--- config.mk ---
export PLATFORM = sky130hd
export DESIGN_NAME = sipo_deserializer_flat
export DESIGN_NICKNAME = d
export VERILOG_FILES = /design/src/rtl/sipo_if.sv /design/src/rtl/sipo_deserializer.sv /design/src/flat_wrapper.sv
export SDC_FILE = /design/constraint.sdc
export NUM_CORES = 1
export LEC_CHECK = 0
export ABC_AREA = 1
export CAP_MARGIN = 20
export CORE_MARGIN = 1.5
export CORE_UTILIZATION = 47
export CTS_CLUSTER_SIZE = 14
export DETAILED_ROUTE_END_ITERATION = 6
export PLACE_DENSITY = 0.76
export SLEW_MARGIN = 20
export SYNTH_ARGS = -nofsm -noshare
export SYNTH_HDL_FRONTEND = slang
export SYNTH_SLANG_ARGS = --single-unit
--- constraint.sdc ---
create_clock -name clk -period 1.4 [get_ports clk]
set_input_delay 0.21 -clock clk [delete_from_list [all_inputs] [get_ports clk]]
set_output_delay 0.21 -clock clk [all_outputs]
set_load 0.01 [all_outputs]
--- src/rtl/sipo_if.sv ---
// sipo_if: serial-in / parallel-out link between serializer and deserializer
interface sipo_if #(
  parameter int DATA_WIDTH = 8,
  parameter int ERR_CNT_W  = 8
);
  logic                  ser_out;
  logic                  piso_start;
  logic                  piso_done;
  logic [DATA_WIDTH-1:0] prl_out;
  logic                  prl_valid;
  logic                  busy;
  logic                  frame_err;
  logic [ERR_CNT_W-1:0]  err_cnt;
  modport master (
    output ser_out, piso_start, piso_done,
    input  prl_out, prl_valid, busy, frame_err, err_cnt
  );
  modport slave (
    input  ser_out, piso_start, piso_done,
    output prl_out, prl_valid, busy, frame_err, err_cnt
  );
endinterface

--- src/rtl/sipo_deserializer.sv ---
// sipo_deserializer: reassembles framed serial bits into words and counts framing errors
module sipo_deserializer #(
  parameter int DATA_WIDTH = 8,
  parameter int LSB_FIRST  = 1,
  parameter int ERR_CNT_W  = 8
) (
  input logic clk,
  input logic rst,
  sipo_if.slave sif
);
  localparam int CW = $clog2(DATA_WIDTH) + 1;
  localparam logic [0:0] IDLE = 1'b0;
  localparam logic [0:0] SHIFT = 1'b1;
  localparam logic [CW-1:0] LAST = CW'(DATA_WIDTH - 1);
  logic [0:0]            state_q, state_d;
  logic [CW-1:0]         cnt_q, cnt_d, idx, pos;
  logic [DATA_WIDTH-1:0] sh_q, sh_d, word, prl_out_q, prl_out_d;
  logic                  prl_valid_q, prl_valid_d, frame_err_q, frame_err_d;
  logic [ERR_CNT_W-1:0]  err_cnt_q, err_cnt_d;
  logic                  active, abort, last;
  // A start pulse always begins a fresh word at bit 0, even while shifting
  always_comb begin
    active      = sif.piso_start || state_q == SHIFT;
    abort       = sif.piso_start && state_q == SHIFT;
    idx         = sif.piso_start ? '0 : cnt_q;
    pos         = LSB_FIRST != 0 ? idx : LAST - idx;
    word        = (sif.piso_start ? '0 : sh_q) | (DATA_WIDTH'(sif.ser_out) << pos);
    last        = idx == LAST;
    state_d     = active && !last && !sif.piso_done ? SHIFT : IDLE;
    cnt_d       = state_d == SHIFT ? idx + 1'b1 : '0;
    sh_d        = state_d == SHIFT ? word : '0;
    prl_valid_d = active && last && sif.piso_done;
    prl_out_d   = prl_valid_d ? word : prl_out_q;
    frame_err_d = abort || (active ? state_d == IDLE && !prl_valid_d : sif.piso_done);
    err_cnt_d   = frame_err_d && err_cnt_q != '1 ? err_cnt_q + 1'b1 : err_cnt_q;
  end
  always_ff @(posedge clk or posedge rst) begin
    if (rst) begin
      state_q     <= IDLE;
      cnt_q       <= '0;
      sh_q        <= '0;
      prl_out_q   <= '0;
      prl_valid_q <= 1'b0;
      frame_err_q <= 1'b0;
      err_cnt_q   <= '0;
    end else begin
      state_q     <= state_d;
      cnt_q       <= cnt_d;
      sh_q        <= sh_d;
      prl_out_q   <= prl_out_d;
      prl_valid_q <= prl_valid_d;
      frame_err_q <= frame_err_d;
      err_cnt_q   <= err_cnt_d;
    end
  end
  assign sif.prl_out   = prl_out_q;
  assign sif.prl_valid = prl_valid_q;
  assign sif.busy      = state_q == SHIFT;
  assign sif.frame_err = frame_err_q;
  assign sif.err_cnt   = err_cnt_q;
endmodule

--- src/flat_wrapper.sv ---
// flat-port wrapper written by rule: the top's interface ports become plain ports
module sipo_deserializer_flat 
#(
  parameter int DATA_WIDTH = 8,
  parameter int LSB_FIRST  = 1,
  parameter int ERR_CNT_W  = 8
)
  (clk, rst, sif_ser_out, sif_piso_start, sif_piso_done, sif_prl_out, sif_prl_valid, sif_busy, sif_frame_err, sif_err_cnt);
  sipo_if #(.DATA_WIDTH(DATA_WIDTH), .ERR_CNT_W(ERR_CNT_W)) sif_i ();
  input logic clk;
  input logic rst;
  input wire logic [$bits(sif_i.ser_out)-1:0] sif_ser_out;
  input wire logic [$bits(sif_i.piso_start)-1:0] sif_piso_start;
  input wire logic [$bits(sif_i.piso_done)-1:0] sif_piso_done;
  output wire logic [$bits(sif_i.prl_out)-1:0] sif_prl_out;
  output wire logic [$bits(sif_i.prl_valid)-1:0] sif_prl_valid;
  output wire logic [$bits(sif_i.busy)-1:0] sif_busy;
  output wire logic [$bits(sif_i.frame_err)-1:0] sif_frame_err;
  output wire logic [$bits(sif_i.err_cnt)-1:0] sif_err_cnt;
  assign sif_i.ser_out = sif_ser_out;
  assign sif_i.piso_start = sif_piso_start;
  assign sif_i.piso_done = sif_piso_done;
  assign sif_prl_out = sif_i.prl_out;
  assign sif_prl_valid = sif_i.prl_valid;
  assign sif_busy = sif_i.busy;
  assign sif_frame_err = sif_i.frame_err;
  assign sif_err_cnt = sif_i.err_cnt;
  sipo_deserializer #(.DATA_WIDTH(DATA_WIDTH), .LSB_FIRST(LSB_FIRST), .ERR_CNT_W(ERR_CNT_W)) u_core (.clk(clk), .rst(rst), .sif(sif_i));
endmodule
==> impl_results.rst <==
.. list-table::
   :header-rows: 1

   * - Metric
     - Value
   * - Met3 Track Usage GR
     - 0.0736
   * - Clock buffer count from CTS
     - 5
   * - Violations in the final reports
     - setup timing
   * - Period utilisation layout
     - 1.17
   * - Routed Antenna Nets
     - 0
   * - Worst-path clk slew
     - 110 ps
   * - Static power due to leakage
     - 0.00110 µW
   * - Nature of the critical path endpoint
     - flop
   * - Final setup fails
     - 29
   * - Hold Vio Cnt, Final
     - 0
   * - Number of warnings printed during yosys synthesis
     - 0
   * - Synth-to-Final Area Change
     - 44.7%
   * - Number of buffers inserted by port buffering
     - 23
   * - Unique masters post-synth
     - 28
   * - Layout cells sized above 1
     - 0.391
   * - CTS root buffer
     - clkbuf_4
   * - Peak ir drop on the vdd network
     - 0.000755 V
   * - Kind of path behind the tightest hold check
     - input pin to async pin
   * - Via density per instance
     - 4.95
   * - Wire length of the first global-routing pass
     - 5.80 mm
   * - Via total after detailed routing
     - 1,307
   * - Post-route setup TNS
     - -3980 ps
   * - Die area
     - 0.00358 mm²
   * - I/O pin count
     - 24
   * - Number of nets in the layout
     - 227
   * - Max-slew violations
     - 0
   * - Worst setup skew after layout
     - 15.8 ps
   * - Hold buffer count at CTS
     - 0
   * - Via count of the first global-routing pass
     - 1,300
   * - RSZ-0062 raised after global routing
     - true
   * - Floorplan die width
     - 59.9 µm
   * - Half-perimeter wire length after detailed placement
     - 2.31 mm
   * - Initial core utilization
     - 0.498
   * - Global-route total usage across every layer
     - 0.227
   * - Number of inserted filler cells in the final layout
     - 225
   * - H-tree depth
     - 2
   * - Kind of critical path
     - flop to flop
   * - Delay contributed by the slowest stage of the critical path
     - 410 ps
   * - Met1 track demand over resource
     - 0.248
   * - Number of clock sinks
     - 31
   * - Avg WL per Cell
     - 13.8 µm
   * - Number of nets produced by synthesis
     - 167
   * - Initial antenna violation count
     - 0
   * - Worst slew pin tran
     - 370 ps
   * - Post-place instance area
     - 0.00200 mm²
   * - # rows
     - 20
   * - Area of the core region
     - 0.00305 mm²
   * - Pin count of the biggest net entering global routing
     - 32
   * - Number of iterations in the first detailed-routing pass
     - 4
   * - Cell with the largest stage delay on the worst path
     - dfrtp_1
   * - Element type at the critical path start
     - flop
   * - Post-layout min period
     - 1640 ps
   * - Top cell family by delay on the critical path
     - simple AND/OR/NAND/NOR gates
   * - Chain of cells forming the critical path
     - inv_2 > nor2_4 > ha_4 > nand3_4 > nor2_8 > buf_4 > buf_4 > nor2_4 > clkinv_4 > nor2_1
   * - Fraction of the yosys area taken by sequential cells
     - 0.511
   * - Final critical-path setup slack
     - -237 ps
   * - Initial drt markers
     - 62
   * - Clock tree from TritonCTS
     - yes
   * - CTS max path bufs
     - 2
   * - Power density relative to cell area
     - 1040 mW/mm²
   * - Cell count after synthesis
     - 160
   * - Syn_area_per_cell
     - 9.49 µm²
   * - Detailed Route WL
     - 3.64 mm
   * - #FFs+latches synth
     - 31
   * - Required arrival time at the worst endpoint
     - 1660 ps
   * - # Max-Cap Violations
     - 0
   * - WP data arrival
     - 1900 ps
   * - Routing usage on met2
     - 0.410
   * - Synthesized cell area
     - 0.00152 mm²
   * - Die height
     - 59.9 µm
   * - Crit path max fanout
     - 6
   * - Normalized max-slew margin
     - 0.753
   * - Final standard cell area without fillers
     - 0.00220 mm²
   * - Global placer's final weighted congestion
     - 0.765
   * - Outcome
     - finished with violations
   * - Antenna Cells
     - 0
   * - Crit path buf inv count
     - 4
   * - Clk_lat worst skew
     - 340 ps
   * - GRT Residual Overflow
     - 0
   * - Most heavily used metal layer in global routing
     - met2
   * - DRC viols
     - 0
   * - Worst reg2reg startpoint
     - u_core.cnt_q[0]
   * - Startpoint of the most critical setup path
     - u_core.cnt_q[0]
   * - Top achievable clock speed
     - 611 MHz
sequential cells by signal (all words and copies together), names as in the netlist:
register / count
u_core.sh_q: 8
u_core.cnt_q: 4
u_core.sif.prl_valid: 1
u_core.sif.busy: 1
u_core.sif.prl_out: 8
u_core.sif.err_cnt: 8
u_core.sif.frame_err: 1
Yosys cell counts:
cell type   n  share of area
a21oi_1     1         0.0033
a22oi_1     4          0.020
buf_2       1         0.0033
buf_6       2          0.015
dfrtp_1    31           0.51
ha_1        2          0.016
inv_1      14          0.035
inv_2       3         0.0074
nand2_1    30          0.074
nand2_2     9          0.037
nand2_4     2          0.015
nand2_8     2          0.026
nand3_1    13          0.043
nand3_2     1         0.0066
nand3_4     2          0.023
nand4_1     1         0.0041
nor2_1     18          0.044
nor2_2      2         0.0082
nor2_8      1          0.013
nor3_1      1         0.0033
nor3b_1     1         0.0049
o21a_1      1         0.0049
o21ai_0     3         0.0099
o21ai_1     6          0.020
o21ai_2     1         0.0058
or2_4       1         0.0058
xnor2_1     3          0.017
xor2_1      4          0.023
routing by layer:
metal  part of all wire  vias up
met5                  0        -
met2               0.55       31
li1                   -      628
met4              0.026        0
met1               0.39      636
met3              0.036       12
timing repair:
| action | in CTS | in global routing |
|---|---|---|
| endpoints found under the setup margin | 47 | 32 |
| pin swaps | 11 | 7 |
| setup buffers | 7 | 2 |
| gates cloned | 1 | 1 |
| gates resized for setup | 31 | 18 |
kinds of logic after synthesis:
kind of cell,count (synthesis),share of synthesized area
xor+xnor,7,0.0404
fa+ha+maj,2,0.0165
compound gates,16,0.0634
flops,31,0.511
buf+inv,20,0.0601
simple gates,84,0.309
power breakdown:
part           internal, µW  total (µW)  switching, µW
Combinational           330         680            350
Sequential              976        1050           71.1
Clock                   232         548            316
Total                  1540        2280            737
metrics by stage:
stage | hold slack, ps | util | instances | setup slack [ps] | power (µW)
global placement | 470 | 0.654 | 246 | -490 | 1640
global route | 217 | 0.720 | 264 | -318 | 2400
floorplan | 314 | - | 160 | -92.5 | 1350
CTS | 201 | 0.697 | 261 | -183 | 2220
finish | 195 | 0.720 | 264 | -237 | 2280
detailed placement | 472 | 0.654 | 246 | -560 | 1660
final timing paths:
| check | to | slack, ps | cells past startpoint |
|---|---|---|---|
| min | u_core.sh_q[3] | 200 | 3 |
| min in group clk | u_core.sif.prl_out[1] | 490 | 2 |
| min reg2reg | u_core.sif.prl_out[1] | 490 | 2 |
| max reg2reg | u_core.sh_q[4] | -240 | 10 |
| max | u_core.sh_q[4] | -240 | 10 |
| max in group asynchronous | u_core.sif.err_cnt[4] | 1020 | 3 |
worst register-to-register path, stage by stage, from the launching register on:
cell and delay, ps:
dfrtp_1 410, inv_2 90, nor2_4 40, ha_4 170
nand3_4 80, nor2_8 50, buf_4 140, buf_4 130
nor2_4 170, clkinv_4 120, nor2_1 150
area by class of cell:
type                       instances  area, µm²  area share
clock inverter                     1       5.00     0.00228
multi-input combinational        110        754       0.343
timing repair inverter             1       6.26     0.00285
clock buffer                       6       51.3      0.0233
sequential                        31        779       0.355
inverter                          17       68.8      0.0313
tap                               44       55.1      0.0250
timing repair buffer              54        478       0.217
cells in the final DEF (no fill, tap or decap), drive strengths merged, types with 2 or more instances in the layout:
| cell type | instances |
|---|---|
| o21ai | 10 |
| xor2 | 4 |
| a22oi | 4 |
| ha | 2 |
| nand2 | 44 |
| clkinv | 2 |
| buf | 31 |
| xnor2 | 3 |
| clkdlybuf4s15 | 2 |
| clkbuf | 6 |
| inv | 17 |
| nor2 | 21 |
| clkdlybuf4s50 | 3 |
| dlygate4sd2 | 18 |
| nand3 | 16 |
| dfrtp | 31 |
Power figures use the tool's default switching activity.
